[src/rtl/uart_rx_param.sv]
// Parametrised UART receiver: 5..9 data bits, optional odd/even parity, 1 or 2 stop bits.
// Reports parity, framing and line-break errors; rejects start-bit glitches.
//
// state       | meaning
// S_IDLE      | line idle, waiting for a falling edge on rx_s
// S_START     | timing to mid start bit, glitch check
// S_DATA      | sampling data bits, LSB first
// S_PAR       | sampling the parity bit
// S_STOP      | sampling stop bit(s), loading outputs on the last one
// S_CLEANUP   | one-cycle gap after a clean frame
// S_WAIT_IDLE | errored frame; hold off until the line returns high
module uart_rx_param #(
  parameter int FREQ      = 24_000_000,
  parameter int BAUD_RATE = 9600,
  parameter int DATA_BITS = 8,
  parameter int PARITY    = 0,
  parameter int STOP_BITS = 1
) (
  input  logic                 clk,
  input  logic                 reset,
  input  logic                 DATA_serial,
  output logic [DATA_BITS-1:0] DATA_byte,
  output logic                 done_tick,
  output logic                 parity_err,
  output logic                 frame_err,
  output logic                 break_det
);

  localparam int CLKS_PER_BIT = FREQ / BAUD_RATE;
  localparam int HALF         = CLKS_PER_BIT / 2;
  localparam int CNT_W        = $clog2(CLKS_PER_BIT);
  localparam int BIT_W        = $clog2(DATA_BITS) + 1;
  localparam bit PAR_EN       = (PARITY == 1) || (PARITY == 2);
  localparam bit PAR_ODD      = (PARITY == 1);
  localparam int STOP_N       = (STOP_BITS >= 2) ? 2 : 1;

  localparam logic [CNT_W-1:0] CNT_HALF  = CNT_W'(HALF - 1);
  localparam logic [CNT_W-1:0] CNT_FULL  = CNT_W'(CLKS_PER_BIT - 1);
  localparam logic [BIT_W-1:0] BIT_LAST  = BIT_W'(DATA_BITS - 1);
  localparam logic             LAST_STOP = (STOP_N == 2);

  typedef enum logic [2:0] {
    S_IDLE      = 3'd0,
    S_START     = 3'd1,
    S_DATA      = 3'd2,
    S_PAR       = 3'd3,
    S_STOP      = 3'd4,
    S_CLEANUP   = 3'd5,
    S_WAIT_IDLE = 3'd6
  } state_t;

  state_t               state;
  logic                 sync_1;
  logic                 rx_s;
  logic [CNT_W-1:0]     cnt;
  logic [BIT_W-1:0]     bit_idx;
  logic [DATA_BITS-1:0] shift;
  logic                 stop_idx;
  logic                 fe_r;
  logic                 stop1_low;
  logic                 par_err_r;
  logic                 par_bit;

  logic par_exp;
  logic fe_now;
  logic first_low;
  logic brk_now;

  assign par_exp   = PAR_ODD ? ~(^shift) : (^shift);
  assign fe_now    = fe_r | ~rx_s;
  assign first_low = stop_idx ? stop1_low : ~rx_s;
  // A break is all-zero through the first stop bit, which also forces a framing error.
  assign brk_now   = (shift == '0) && !(PAR_EN && par_bit) && first_low;

  always_ff @(posedge clk or negedge reset) begin
    if (!reset) begin
      sync_1 <= 1'b1;
      rx_s   <= 1'b1;
    end else begin
      sync_1 <= DATA_serial;
      rx_s   <= sync_1;
    end
  end

  always_ff @(posedge clk or negedge reset) begin
    if (!reset) begin
      state      <= S_IDLE;
      cnt        <= '0;
      bit_idx    <= '0;
      shift      <= '0;
      stop_idx   <= 1'b0;
      fe_r       <= 1'b0;
      stop1_low  <= 1'b0;
      par_err_r  <= 1'b0;
      par_bit    <= 1'b0;
      DATA_byte  <= '0;
      done_tick  <= 1'b0;
      parity_err <= 1'b0;
      frame_err  <= 1'b0;
      break_det  <= 1'b0;
    end else begin
      case (state)
        S_IDLE: begin
          cnt <= '0;
          if (!rx_s) state <= S_START;
        end

        S_START: begin
          if (cnt == CNT_HALF) begin
            cnt <= '0;
            if (rx_s) begin
              state <= S_IDLE;
            end else begin
              state     <= S_DATA;
              bit_idx   <= '0;
              stop_idx  <= 1'b0;
              fe_r      <= 1'b0;
              stop1_low <= 1'b0;
              par_err_r <= 1'b0;
              par_bit   <= 1'b0;
            end
          end else begin
            cnt <= cnt + CNT_W'(1);
          end
        end

        S_DATA: begin
          if (cnt == CNT_FULL) begin
            cnt   <= '0;
            shift <= {rx_s, shift[DATA_BITS-1:1]};
            if (bit_idx == BIT_LAST) state <= PAR_EN ? S_PAR : S_STOP;
            else                     bit_idx <= bit_idx + BIT_W'(1);
          end else begin
            cnt <= cnt + CNT_W'(1);
          end
        end

        S_PAR: begin
          if (cnt == CNT_FULL) begin
            cnt       <= '0;
            par_bit   <= rx_s;
            par_err_r <= rx_s ^ par_exp;
            state     <= S_STOP;
          end else begin
            cnt <= cnt + CNT_W'(1);
          end
        end

        S_STOP: begin
          if (cnt == CNT_FULL) begin
            cnt <= '0;
            if (stop_idx == LAST_STOP) begin
              DATA_byte  <= shift;
              parity_err <= PAR_EN && par_err_r;
              frame_err  <= fe_now;
              break_det  <= brk_now;
              done_tick  <= 1'b1;
              state      <= fe_now ? S_WAIT_IDLE : S_CLEANUP;
            end else begin
              stop_idx  <= 1'b1;
              fe_r      <= ~rx_s;
              stop1_low <= ~rx_s;
            end
          end else begin
            cnt <= cnt + CNT_W'(1);
          end
        end

        S_CLEANUP: begin
          done_tick <= 1'b0;
          state     <= S_IDLE;
        end

        // Held-low line must not re-trigger a frame.
        S_WAIT_IDLE: begin
          done_tick <= 1'b0;
          cnt       <= '0;
          if (rx_s) state <= S_IDLE;
        end

        default: begin
          state     <= S_IDLE;
          cnt       <= '0;
          done_tick <= 1'b0;
        end
      endcase
    end
  end

endmodule

[config.mk]
export PLATFORM = sky130hd
export DESIGN_NAME = uart_rx_param
export DESIGN_NICKNAME = d
export VERILOG_FILES = /design/src/rtl/uart_rx_param.sv
export SDC_FILE = /design/constraint.sdc
export NUM_CORES = 1
export LEC_CHECK = 0
export CAP_MARGIN = 20
export CORE_MARGIN = 2
export CORE_UTILIZATION = 58
export CTS_CLUSTER_DIAMETER = 30
export DETAILED_ROUTE_END_ITERATION = 7
export GPL_TIMING_DRIVEN = 0
export PLACE_DENSITY_LB_ADDON = 0.1
export SYNTH_ARGS = -nofsm -noshare
export SYNTH_HDL_FRONTEND = slang
export SYNTH_SLANG_ARGS = --single-unit
[constraint.sdc]
create_clock -name clk -period 2.4 [get_ports clk]
set_input_delay 0.48 -clock clk [delete_from_list [all_inputs] [get_ports clk]]
set_output_delay 0.48 -clock clk [all_outputs]
set_load 0.03 [all_outputs]
==> results.md <==
* Status: finished clean
* EDFF count, synth at 0
* Area Growth Syn to Fin at 13.1%
* Logic pwr share at 2.0%
* Via/cell ratio at 5.85
* Final worst path period share at 88.5%
* Max IR drop VDD at 0.000329 V
* CP Class: reg2reg
* # Post-CTS Setup Buffers at 0
* Core Area at 3390 µm²
* Worst slew margin at 39.9%
* Reg-to-Reg End: state[1]$_DFFE_PN0P_
* Dpl ws at 0.319 ns
* Port Buffers at 13
* Max Fclk at 471 MHz
* Starting Density at 61.2%
* Routed vias at 1479
* Layout Nets at 212
* First-pass GRT wire length at 6670 µm
* Final HPWL DP at 2730 µm
* Dominant synthesized flop cell: dfrtp_1
* Chip width at 63.8 µm
* Critical Path Start Type: flip-flop
* MaxCap Viol Count at 0
* Clk root buf: clkbuf_4
* Seq cells post-synth at 41
* Vias in the first global route at 1422
* GRT Residual Overflow at 0
* Sw frac at 20.8%
* Sequential area share after synthesis at 49.6%
* Slew Viols, Final at 0
* Slew @ Worst Pin at 0.902 ns
* Synth cell types at 52
* Syn nets at 192
* Initial antenna violation count at 0
* Die Y at 63.8 µm
* RR Startpoint: state[2]$_DFFE_PN0P_
* Clk sinks at 41
* Row count at 21
* Fin Clk Skew at 0.0148 ns
* Worst path max stage delay at 0.46 ns
* Setup crit end kind: flip-flop
* # diodes at 0
* Final hold violation count at 0
* CTS buffer count at 5
* Asr flop ratio synth at 100%
* Number of buffers and inverters on the critical path at 1
* Worst endpoint required time at 2.65 ns
* Placed Instances at 245
* CTS resizes at 0
* Lkg Pwr at 1.11 nW
* Min-delay worst type: in2async
* Router iterations before antenna repair at 5
* Wire per inst at 15.0 µm
* RSZ-0062 raised after global routing: no
* Total wire length at 3790 µm
* Psw at 0.000249 W
* Ys Warns at 0
* Syn Std Cell Area at 2070 µm²
* Cell Chain, Critical Path: clkbuf_1, mux2_2, o21a_1, nor3_1, mux2_1
* PD cells at 510 nW/µm²
* I/O pins at 15
* Final instance area at 2340 µm²
* Routability cong. at 0.870
* Syn avg cell area at 11.1 µm²
* DIE AREA at 4070 µm²
* Seq pwr share at 58.2%
* Critical Path AT at 2.37 ns
* Worst Reg-to-Reg Cells at 5
* Post-route antenna net violation count at 0
* Hold buffers post-CTS at 0
* Int Power at 0.000947 W
* DRT iter0 DRCs at 80
* Layout cell share with drive strength beyond 1 at 17.4%
* Cells after Synth at 186
* Worst skew pair latency at 0.36 ns
* H-Tree Depth at 2
* Max clock buf depth at 2
* Max FO, Critical Path at 10
* Tmin final at 2.12 ns
* CTS tree: done
* Clock share of power at 39.8%
* GRT Resource Usage Total at 21.2%
* Largest net degree at the start of global routing at 42
* Placed Area at 2260 µm²
* Residual DRC at 0
* Setup ws final at 0.277 ns
* Slowest cell on crit path: dfrtp_1
* Final std cells w/o fill at 253
* Count of final setup violators at 0
* Clock transition at path regs at 0.13 ns
* CP delay by family, top: multiplexers
* Reg2reg setup slack at 0.28 ns
-- power groups by stage --
stage	Sequential, W	Clock, W	Combinational (W)
5_1_grt	0.000697	0.000506	0.0000278
2_1_floorplan	0.000709	0	0.00000758
6_report	0.000696	0.000476	0.0000235
4_1_cts	0.000697	0.000484	0.0000245
3_5_place_dp	0.000710	0	0.0000245
3_3_place_gp	0.000710	0	0.0000244
-- metal layers --
metal	GRT usage, %	vias to the layer above	routed length, µm
li1	-	708	-
met1	28.0	730	1670
met2	33.9	36	1900
met3	5.99	5	166
met4	7.07	0	54
met5	0	-	0
-- Yosys cell counts (all sizes together) (3+ instances only) --
master | instances | area [µm²]
mux2 | 20 | 225
xor2 | 6 | 52.6
nor4 | 4 | 40.0
nor2 | 20 | 75.1
nand3 | 7 | 47.6
nand4 | 7 | 50.1
buf | 5 | 38.8
o21ai | 11 | 55.1
nand2 | 13 | 48.8
and3 | 3 | 20.0
dfrtp | 39 | 976
o22ai | 3 | 18.8
nor3 | 3 | 26.3
ha | 3 | 37.5
inv | 5 | 18.8
-- registers in the layout, summed over array words and instances (netlist names) --
register   cells
cnt           12
DATA_byte      8
shift          8
bit_idx        4
state          3
break_det      1
done_tick      1
frame_err      1
rx_s           1
stop1_low      1
sync_1         1
-- worst max path at each step --
stage                              start                        to  slack (ns)  cells past startpoint
floorplan             cnt[2]$_DFFE_PN0P_      state[1]$_DFFE_PN0P_        0.54                      5
global placement                   reset  DATA_byte[1]$_DFFE_PN0P_       -0.08                      1
detailed placement    cnt[2]$_DFFE_PN0P_      state[1]$_DFFE_PN0P_        0.32                      5
CTS                 state[2]$_DFFE_PN0P_      state[1]$_DFFE_PN0P_        0.30                      5
global route        state[2]$_DFFE_PN0P_      state[1]$_DFFE_PN0P_        0.13                      5
finish              state[2]$_DFFE_PN0P_      state[1]$_DFFE_PN0P_        0.28                      5
-- layout by cell type, fill, tap and decap left out, drive strengths merged, types with 3 or more instances in the layout --
| cell | netlist | routed |
|---|---|---|
| o21ai | 11 | 11 |
| clkdlybuf4s50 | 0 | 12 |
| buf | 5 | 6 |
| nand4 | 7 | 7 |
| mux2 | 20 | 20 |
| ha | 3 | 3 |
| nand3 | 7 | 7 |
| nand2 | 13 | 13 |
| clkbuf | 2 | 8 |
| nor2 | 20 | 20 |
| dfrtp | 39 | 39 |
| and3 | 3 | 3 |
| nor3 | 3 | 3 |
| xor2 | 6 | 6 |
| nor4 | 4 | 4 |
| inv | 5 | 5 |
| o22ai | 3 | 3 |
-- kinds of logic after synthesis --
| family | Yosys count | synth area share [%] |
|---|---|---|
| XOR/XNOR | 8 | 3.38 |
| buffers and inverters | 12 | 3.14 |
| other | 1 | 0.181 |
| multiplexers | 21 | 11.3 |
| AO/OA/AOI/OAI | 28 | 9.23 |
| flip-flops | 41 | 49.6 |
| adder cells (fa/ha/maj) | 3 | 1.81 |
| AND/OR/NAND/NOR | 72 | 21.3 |
-- metrics by stage --
stage	utilization [%]	TNS, ns	power [W]	hold slack, ns
6_report	69.2	0	0.00120	0.233
2_1_floorplan	-	0	0.000717	0.184
5_1_grt	69.2	0	0.00123	0.310
4_1_cts	69.2	0	0.00120	0.259
3_3_place_gp	66.7	-3.01	0.000734	0.346
3_5_place_dp	66.6	0	0.000734	0.351
-- area by class of cell --
type / instances / area, µm²
sequential: 41 / 1030
clock buffer: 6 / 51.3
multi-input combinational: 133 / 980
fill: 251 / 1040
tap: 46 / 57.6
buffer: 7 / 46.3
inverter: 5 / 18.8
clock inverter: 2 / 37.5
timing repair buffer: 13 / 125
Note: power is estimated with default switching activity, not from simulation.
